## src/rtl/run_det_pkg.sv

```systemverilog
// run_det_pkg: state encoding, mode constants and helper functions shared by
// the run-length detector and its bench.
`default_nettype none

package run_det_pkg;

  typedef enum logic [1:0] {
    IDLE = 2'b00,
    RUN0 = 2'b01,
    RUN1 = 2'b10
  } state_t;

  localparam logic [1:0] MODE_ANY  = 2'b00;
  localparam logic [1:0] MODE_ZERO = 2'b01;
  localparam logic [1:0] MODE_ONE  = 2'b10;
  localparam logic [1:0] MODE_OFF  = 2'b11;

  function automatic int run_cnt_width(input int run_len);
    return $clog2(run_len + 1);
  endfunction

  // True when a run of polarity bit_val is allowed to detect under mode.
  function automatic logic mode_allows(input logic [1:0] mode, input logic bit_val);
    case (mode)
      MODE_ANY:  return 1'b1;
      MODE_ZERO: return ~bit_val;
      MODE_ONE:  return bit_val;
      default:   return 1'b0;
    endcase
  endfunction

endpackage

`default_nettype wire

```

## src/rtl/sat_counter.sv

```systemverilog
// sat_counter: counter with synchronous clear, load-to-one and saturating increment.
`default_nettype none

module sat_counter #(
  parameter int               WIDTH = 4,
  parameter logic [WIDTH-1:0] MAX   = '1
) (
  input  logic             clk,
  input  logic             rst,
  input  logic             clr,
  input  logic             load1,
  input  logic             inc,
  output logic [WIDTH-1:0] count
);

  logic [WIDTH-1:0] r_count;

  // clr outranks load1, which outranks inc.
  always_ff @(posedge clk or posedge rst) begin
    if (rst) begin
      r_count <= '0;
    end else if (clr) begin
      r_count <= '0;
    end else if (load1) begin
      r_count <= WIDTH'(1);
    end else if (inc && (r_count != MAX)) begin
      r_count <= r_count + 1'b1;
    end
  end

  assign count = r_count;

endmodule

`default_nettype wire

```

## src/rtl/run_length_detector.sv

```systemverilog
// run_length_detector: tracks runs of equal serial samples, flags runs of
// RUN_LEN qualified by mode, and counts detection events.
`default_nettype none

module run_length_detector
  import run_det_pkg::*;
#(
  parameter  int RUN_LEN = 4,
  parameter  int HIT_W   = 8,
  localparam int CNT_W   = run_cnt_width(RUN_LEN)
) (
  input  logic             Clock,
  input  logic             Reset,
  input  logic             en,
  input  logic             w,
  input  logic [1:0]       mode,
  input  logic             clear,
  output logic             z,
  output logic             run_bit,
  output logic [CNT_W-1:0] run_count,
  output logic [HIT_W-1:0] hits,
  output logic [1:0]       state
);

  localparam logic [CNT_W-1:0] c_run_max = CNT_W'(RUN_LEN);
  localparam logic [CNT_W-1:0] c_run_pre = CNT_W'(RUN_LEN - 1);

  state_t           r_state;
  state_t           w_next;
  logic             w_load1;
  logic             w_inc;
  logic             w_cnt_clr;
  logic             w_hit;
  logic [CNT_W-1:0] w_run_count;
  logic [HIT_W-1:0] w_hits;

  always_ff @(posedge Clock or posedge Reset) begin
    if (Reset) begin
      r_state <= IDLE;
    end else begin
      r_state <= w_next;
    end
  end

  always_comb begin
    w_next    = r_state;
    w_load1   = 1'b0;
    w_inc     = 1'b0;
    w_cnt_clr = clear;
    if (clear) begin
      w_next = IDLE;
    end else begin
      case (r_state)
        IDLE: begin
          if (en) begin
            w_next  = w ? RUN1 : RUN0;
            w_load1 = 1'b1;
          end
        end
        RUN0, RUN1: begin
          if (en) begin
            if (w == run_bit) begin
              w_inc = 1'b1;
            end else begin
              w_next  = w ? RUN1 : RUN0;
              w_load1 = 1'b1;
            end
          end
        end
        default: begin
          // Unreachable encoding: fall back to IDLE with an empty run.
          w_next    = IDLE;
          w_cnt_clr = 1'b1;
        end
      endcase
    end
  end

  // A hit is the increment that lands exactly on RUN_LEN, so a saturated run
  // that keeps going is counted only once.
  assign w_hit = w_inc && (w_run_count == c_run_pre) && mode_allows(mode, w);

  sat_counter #(
    .WIDTH (CNT_W),
    .MAX   (c_run_max)
  ) u_run_cnt (
    .clk   (Clock),
    .rst   (Reset),
    .clr   (w_cnt_clr),
    .load1 (w_load1),
    .inc   (w_inc),
    .count (w_run_count)
  );

  sat_counter #(
    .WIDTH (HIT_W),
    .MAX   ({HIT_W{1'b1}})
  ) u_hit_cnt (
    .clk   (Clock),
    .rst   (Reset),
    .clr   (clear),
    .load1 (1'b0),
    .inc   (w_hit),
    .count (w_hits)
  );

  assign run_bit   = (r_state == RUN1);
  assign z         = (w_run_count == c_run_max) && mode_allows(mode, run_bit);
  assign run_count = w_run_count;
  assign hits      = w_hits;
  assign state     = r_state;

endmodule

`default_nettype wire

```

## config.mk

```make
export PLATFORM = sky130hd
export DESIGN_NAME = run_length_detector
export DESIGN_NICKNAME = d
export VERILOG_FILES = /design/src/rtl/run_det_pkg.sv /design/src/rtl/sat_counter.sv /design/src/rtl/run_length_detector.sv
export SDC_FILE = /design/constraint.sdc
export NUM_CORES = 1
export LEC_CHECK = 0
export ABC_AREA = 0
export BUFFER_PORTS_ARGS = -buffer_cell sky130_fd_sc_hd__buf_2
export CAP_MARGIN = 20
export CORE_MARGIN = 5
export CORE_UTILIZATION = 56
export CTS_CLUSTER_DIAMETER = 200
export DETAILED_ROUTE_END_ITERATION = 6
export GPL_ROUTABILITY_DRIVEN = 0
export PLACE_DENSITY = 0.83
export SLEW_MARGIN = 10
export SYNTH_ARGS = -nofsm -noshare
export SYNTH_HDL_FRONTEND = slang
export SYNTH_HIERARCHICAL = 1
export SYNTH_SLANG_ARGS = --single-unit
```

## constraint.sdc

```tcl
create_clock -name Clock -period 3.7 [get_ports Clock]
set_input_delay 0.37 -clock Clock [delete_from_list [all_inputs] [get_ports Clock]]
set_output_delay 0.37 -clock Clock [all_outputs]
set_load 0.03 [all_outputs]
```

==> results of run 1 <==
==> layout make-up <==
type / instances / share of cell area, %
Timing Repair Buffer: 23 / 11.0
Clock buffer: 4 / 2.36
Sequential cell: 13 / 29.2
Multi-Input combinational cell: 80 / 51.5
Tap cell: 16 / 1.80
Inverter: 12 / 4.05
==> cells by family (layout without fill, tap and decap cells) <==
logic type,after synthesis,after routing
compound gates,20,20
buf+inv,15,39
mux,6,6
xor+xnor,2,2
fa+ha+maj,6,6
flops,13,13
simple gates,41,41
other cells,1,5
==> synth_stat cells (all sizes together) <==
| library cell | instances | area, um2 |
|---|---|---|
| xnor2 | 2 | 17.5 |
| mux2i | 5 | 50.1 |
| o21ai | 1 | 5.00 |
| nor2b | 1 | 6.26 |
| nand4b | 2 | 17.5 |
| nand4 | 3 | 18.8 |
| o21ba | 1 | 10.0 |
| nand3b | 1 | 7.51 |
| buf | 3 | 17.5 |
| a21boi | 2 | 26.3 |
| a21oi | 6 | 33.8 |
| nor4 | 3 | 25.0 |
| mux2 | 1 | 15.0 |
| conb | 1 | 3.75 |
| nor3 | 6 | 30.0 |
| a41o | 1 | 10.0 |
| and3 | 4 | 25.0 |
| nor4b | 1 | 15.0 |
| a211oi | 4 | 30.0 |
| a31oi | 2 | 12.5 |
| nand2 | 6 | 22.5 |
| nor2 | 7 | 26.3 |
| nand2b | 1 | 6.26 |
| o211a | 1 | 10.0 |
| dfrtp | 13 | 325 |
| or2 | 1 | 6.26 |
| and4 | 1 | 8.76 |
| a2111oi | 1 | 15.0 |
| nand3 | 4 | 20.0 |
| a41oi | 1 | 8.76 |
| ha | 6 | 75.1 |
| inv | 12 | 45.0 |
==> metal layers <==
layer  up-vias  wire [um]
met5         -          0
met4         0          8
met3         2        122
met2        27        939
met1       396        951
li1        427          -
==> how the worst max path moves through the flow <==
stage / to / startpoint / slack, ns
floorplan: u_hit_cnt/count[7] / state[0] / 1.32
global placement: u_hit_cnt/count[7] / state[0] / 1.65
detailed placement: u_hit_cnt/count[7] / state[0] / 1.51
CTS: u_hit_cnt/count[7] / state[0] / 1.49
global route: u_hit_cnt/count[7] / state[0] / 1.34
finish: u_hit_cnt/count[7] / state[0] / 1.49
==> worst min-delay path: stages <==
cell,delay (ns)
buf_2,0.13
nand2_1,0.06
mux2i_1,0.06
==> report_power, final <==
| part | switching [mW] | internal, mW |
|---|---|---|
| registers | 0.00809 | 0.148 |
| clock network | 0.0424 | 0.0418 |
| logic | 0.0556 | 0.0357 |
| total | 0.106 | 0.225 |
==> flip-flops by register name (all words and copies together) (netlist names) <==
name	cells
state	2
u_hit_cnt/count	8
u_run_cnt/count	3
==> summary.txt, run 1 <==
CTS
  • Num CTS Buffers: 3
  • Hold Buf Count CTS: 1
  • Post-CTS resize count: 0
  • Worst-skew pair later-pin latency: 0.27 ns
  • CTS tree: built
  • Clock Pin Slew Worst Setup and Hold Paths: 0.07 ns
  • Htree depth: 1
  • CTS root buf: clkbuf_4
  • Clock Tree Buf Depth: 2
  • Post-CTS setup buffers: 0
  • Clock sink count: 13

Worst setup path
  • R2r setup slk: 1.49 ns
  • CP cell instances: inv_1 -> ha_1 -> xnor2_1 -> nand3_1 -> nor3_1 -> buf_4 -> and3_1 -> a41oi_1 -> a211oi_1
  • Slowest stage cell, crit path: dfrtp_1
  • Max FO, Critical Path: 11
  • Required time of the critical path: 3.88 ns
  • Top cell family by delay on the critical path: simple AND/OR/NAND/NOR gates
  • Worst setup SP type: flop
  • CP bufs+invs: 2
  • Path length in cells of the critical path: 9
  • Worst r2r dst: u_hit_cnt/count[7]
  • Crit path DAT: 2.39 ns
  • R2R Path Start: state[0]
  • Critical Path End Type: flop
  • Delay of the slowest critical-path stage: 0.36 ns
  • R2R depth: 9
  • Crit Path Class: reg2reg

Synth
  • Post-Synth Adder-Cell Area: 7.94%
  • Cell Area, Synth: 946 um2
  • Yosys reg bits: 13
  • Multiplexer area fraction after synthesis: 6.88%
  • Syn Area/Cell: 9.10 um2
  • Synth Area in Compound Gates: 17.1%
  • Register area share after synthesis: 34.4%
  • Largest family of logic cells by synthesized area: simple AND/OR/NAND/NOR gates
  • Unique masters post-synth: 36
  • Post-synthesis simple-gate area fraction: 24.9%
  • Post-synthesis xor/xnor area fraction: 1.85%
  • Yosys Warn Count: 6
  • Synth Instances: 104

Detailed routing
  • Routed vias: 852
  • # DRC: 0
  • Via-per-instance ratio: 5.76
  • TritonRoute pass-1 iters: 4
  • DR WL/cell: 13.7 um
  • Violation count after the first detailed-route iteration: 17
  • Detail Route Antenna Nets: 0
  • Detailed Route WL: 2020 um

Layout
  • Filler cell count: 130
  • Share of layout cells above drive strength 1: 24.2%
  • Multi-input logic area: 573 um2
  • Post-route cell area: 0.00111 mm2
  • Final non-filler cell total: 148
  • Final core occ: 71.3%
  • Register area: 325 um2
  • Most common cell after layout, fill and taps aside: buf_2
  • Final #Nets: 146
  • Area Growth Syn to Fin: 17.6%
  • # diodes: 0
  • Most frequent cells in the layout: buf_2 (21), dfrtp_1 (13), inv_1 (12), nor2_1 (7)

Placement
  • Placed inst area: 0.00108 mm2
  • Hpwl dp: 1560 um
  • Placed Cells: 143
  • I/O Buffers: 21
  • Post-place setup slack: 1.51 ns

Power
  • Leakage: 0.539 nW
  • Power Density: 298 mW/mm2
  • Total power draw: 331 uW
  • Max VDD drop: 0.000173 V

Global routing
  • First-pass GRT wire length: 3370 um
  • Vias in the first global route: 790
  • Largest net degree at the start of global routing: 12
  • Met2 Track Usage GR: 27.3%
  • M1 GR Usage: 21.1%
  • Busiest grt layer: met2
  • Gr ovfl total: 0
  • Antenna violations before repair: 0
  • Total track usage: 16.8%
  • GR Util met3: 6.10%

Floorplan
  • Initial Util: 60.7%
  • I/O pin count: 22
  • Core area: 0.00156 mm2
  • Site Rows: 14
  • Die width: 51.1 um
  • Die area: 0.00261 mm2
  • Die Y-Extent: 51.1 um

Min path
  • Worst Hold Depth: 3
  • Hold EP: state[1]
  • Worst hold path startpoint: w
  • Hold Crit Class: in2reg

STA
  • Final setup vio count: 0
  • Setup TNS: 0 ns
  • RSZ-0062 raised after global routing: false
  • Hold WS: 0.379 ns
  • Slew Viols, Final: 0
  • Final Hold Viols: 0
  • FMAX: 452 MHz
  • Worst setup margin: 1.49 ns
  • Skew final: 0.000956 ns
  • Crit path time final: 2.21 ns
  • Final Cycle Share: 59.8%

Run status
  • Status: finished clean

Run
  • Max-Cap Viols: 0
Note: power is estimated with default switching activity, not from simulation.
==> run 2, diff against run 1 <==
--- a/config.mk
+++ b/config.mk
@@ -5,15 +5,15 @@
 export SDC_FILE = /design/constraint.sdc
 export NUM_CORES = 1
 export LEC_CHECK = 0
-export ABC_AREA = 0
+export ABC_AREA = 1
 export BUFFER_PORTS_ARGS = -buffer_cell sky130_fd_sc_hd__buf_2
 export CAP_MARGIN = 20
 export CORE_MARGIN = 5
-export CORE_UTILIZATION = 56
+export CORE_UTILIZATION = 53
 export CTS_CLUSTER_DIAMETER = 200
 export DETAILED_ROUTE_END_ITERATION = 6
 export GPL_ROUTABILITY_DRIVEN = 0
-export PLACE_DENSITY = 0.83
+export PLACE_DENSITY = 0.78
 export SLEW_MARGIN = 10
 export SYNTH_ARGS = -nofsm -noshare
 export SYNTH_HDL_FRONTEND = slang
==> constraint.sdc (replaced) <==
create_clock -name Clock -period 2.3 [get_ports Clock]
set_input_delay 0.23 -clock Clock [delete_from_list [all_inputs] [get_ports Clock]]
set_output_delay 0.23 -clock Clock [all_outputs]
set_load 0.03 [all_outputs]
==> run 2 against run 1 <==
Power rose by 92%. Global-route usage rose by 0.97 points. Flip-flop and latch count did not move. Clock power rose by 65%. Design area rose by 9.9%. Die area rose by 13%. Synthesized cell count rose by 55%. Register-to-register slack got worse by 1.2 ns. Hold slack got worse by 0.099 ns. Critical path type unchanged. Largest power group unchanged.
==> summary.txt, run 2 <==
Synth
  • Post-synth ARST share: 100% (unchanged)
  • Unique masters post-synth: 19 (-47%)
  • Synth top area cells: dfrtp_1 (31%), nand2_1 (17%), nand3_1 (11%)
  • Post-synth top area share: 31.2% (-3.2 points)
  • Cell Area, Synth: 0.00104 mm2 (+10%)
  • Syn Area/Cell: 6.48 um2 (-29%)
  • Commonest register cell after synthesis: dfrtp_1
  • Commonest cells in the netlist: nand2_1 (47), inv_1 (24), nand3_1 (22), nor2_1 (22), dfrtp_1 (13)
  • Yosys Warn Count: 6 (unchanged)
  • Synth Instances: 161 (+55%)
  • Post-synth EDFFs: 0 (unchanged)
  • Synth area leader: dfrtp_1
  • Yosys reg bits: 13 (unchanged)
  • Top-count cell post-synth: nand2_1
  • Register area share after synthesis: 31.2% (-3.2 points)

Floorplan
  • Site Rows: 16 (+2)
  • Initial Util: 54.3% (-6.4 points)
  • I/O pin count: 22 (unchanged)
  • Die area: 0.00296 mm2 (+13%)
  • Core area: 0.00192 mm2 (+23%)
  • Die Y-Extent: 54.4 um (+6.4%)
  • Die width: 54.4 um (+6.4%)

STA
  • Slew Viols, Final: 0 (unchanged)
  • Final setup vio count: 0 (unchanged)
  • Worst setup margin: 0.314 ns (-1.17 ns)
  • FMAX: 504 MHz (+12%)
  • Final Hold Viols: 0 (unchanged)
  • Skew final: 0.000603 ns (-0.000352 ns)
  • Hold WS: 0.280 ns (-0.0993 ns)
  • Crit path time final: 1.99 ns (-0.228 ns)
  • Setup TNS: 0 ns (unchanged)
  • RSZ-0062 raised after global routing: false
  • Final Cycle Share: 86.3% (+26 points)

Layout
  • Final core occ: 63.6% (-7.7 points)
  • Final non-filler cell total: 215 (+45%)
  • Most common cell after layout, fill and taps aside: nand2_1
  • Share of layout cells above drive strength 1: 21.8% (-2.4 points)
  • Final #Nets: 202 (+38%)
  • Multi-input logic area: 609 um2 (+6.3%)
  • Filler cell count: 210 (+62%)
  • Area Growth Syn to Fin: 17.1%
  • # diodes: 0 (unchanged)
  • Register area: 325 um2 (unchanged)
  • Max reg flops: 8 (unchanged)
  • Post-route cell area: 0.00122 mm2 (+9.9%)
  • Most frequent cells in the layout: nand2_1 (47), inv_1 (24), nor2_1 (22), nand3_1 (22), buf_2 (21)

Worst setup path
  • Max FO, Critical Path: 5 (-6)
  • Worst setup SP type: flop
  • Crit Path Class: reg2reg
  • Crit path DAT: 2.19 ns (-0.20 ns)
  • Required time of the critical path: 2.51 ns (-1.37 ns)
  • Critical Path End Type: flop

CTS
  • Clock sink count: 13 (unchanged)
  • Post-CTS setup buffers: 0 (unchanged)
  • Num CTS Buffers: 3 (unchanged)
  • Htree depth: 1 (unchanged)
  • Hold Buf Count CTS: 1 (unchanged)
  • Post-CTS resize count: 0 (unchanged)
  • Clock Pin Slew Worst Setup and Hold Paths: 0.08 ns (about the same)
  • CTS root buf: clkbuf_4
  • Worst-skew pair later-pin latency: 0.27 ns (about the same)
  • CTS tree: built
  • Clock Tree Buf Depth: 2 (unchanged)

Run status
  • Status: finished clean

Global routing
  • Gr ovfl total: 0 (unchanged)
  • Total track usage: 17.8% (+0.97 points)
  • Largest net degree at the start of global routing: 11 (-1)
  • First-pass GRT wire length: 3830 um (+14%)
  • Antenna violations before repair: 0 (unchanged)
  • Vias in the first global route: 965 (+22%)

Placement
  • Hpwl dp: 1770 um (+14%)
  • I/O Buffers: 21 (unchanged)
  • Placed inst area: 0.00119 mm2 (+10%)
  • Post-place setup slack: 0.344 ns (-1.17 ns)
  • Placed Cells: 210 (+47%)

Detailed routing
  • Via-per-instance ratio: 4.93 (-14%)
  • Routed vias: 1061 (+25%)
  • Detailed Route WL: 2180 um (+8.1%)
  • DR WL/cell: 10.2 um (-26%)
  • # DRC: 0 (unchanged)
  • TritonRoute pass-1 iters: 4 (unchanged)
  • Violation count after the first detailed-route iteration: 23 (+6)
  • Detail Route Antenna Nets: 0 (unchanged)

Run
  • Max-Cap Viols: 0 (unchanged)

Power
  • Power Density: 520 mW/mm2 (+75%)
  • Max VDD drop: 0.000353 V (+100%)
  • Leakage: 0.720 nW (+33%)
  • Total power draw: 636 uW (+92%)

Min path
  • Hold Crit Class: in2reg
## run 2: cell count changes after synthesis, moves of 4 or more
cell	before	now
mux2i_1	5	0
inv_1	12	24
nor3_1	6	0
nand2_2	0	4
nor2_1	7	22
inv_2	0	6
a211oi_1	4	0
nand2_1	6	47
and3_1	4	0
nand3_1	4	22
## run 2: worst paths after layout
path / startpoint / endpoint / slack, ns / depth (start not counted)
worst max-delay path: state[0] / u_hit_cnt/count[3] / 0.31 / 13
worst min-delay path: w / state[0] / 0.28 / 4
worst max register to register: state[0] / u_hit_cnt/count[3] / 0.31 / 13
worst min register to register: state[0] / state[0] / 0.53 / 2
max in group asynchronous: Reset / u_hit_cnt/count[6] / 1.58 / 3
min in group asynchronous: Reset / state[0] / 0.38 / 3
## run 2: critical path, cell delays in order (launching register included)
cell     delay, ns
dfrtp_1       0.41
inv_1         0.10
ha_1          0.21
inv_1         0.07
nand2_1       0.08
and2_4        0.15
nand3_2       0.06
nor2_1        0.37
inv_1         0.08
nor2_1        0.11
nand2_1       0.08
nand2_1       0.07
nand2_1       0.05
nor2_1        0.08
## run 2: cell families after synthesis
| kind of cell | Yosys count | synth area share [%] |
|---|---|---|
| simple gates | 102 | 45.3 |
| flops | 13 | 31.2 |
| fa+ha+maj | 6 | 7.19 |
| buf+inv | 30 | 10.8 |
| compound gates | 9 | 5.15 |
| other cells | 1 | 0.359 |
## run 2: where the power goes
group | internal (mW) | switching [mW] | total (mW)
clock network | 0.0671 | 0.0720 | 0.139
registers | 0.247 | 0.0281 | 0.275
logic | 0.0744 | 0.147 | 0.222
## run 2: final cells by class
class / count / area share, %
Multi-Input combinational cell: 119 / 49.8
Sequential cell: 13 / 26.6
Timing Repair Buffer: 22 / 9.42
Inverter: 30 / 9.21
Tap cell: 27 / 2.76
Clock buffer: 4 / 2.15
## run 2: metal layers
| layer | global-route usage (%) | up-vias | routed length (um) |
|---|---|---|---|
| li1 | - | 544 | - |
| met1 | 19.4 | 484 | 972 |
| met2 | 32.1 | 29 | 1070 |
| met3 | 1.63 | 4 | 100 |
| met4 | 12.0 | 0 | 42 |
| met5 | 0 | - | 0 |
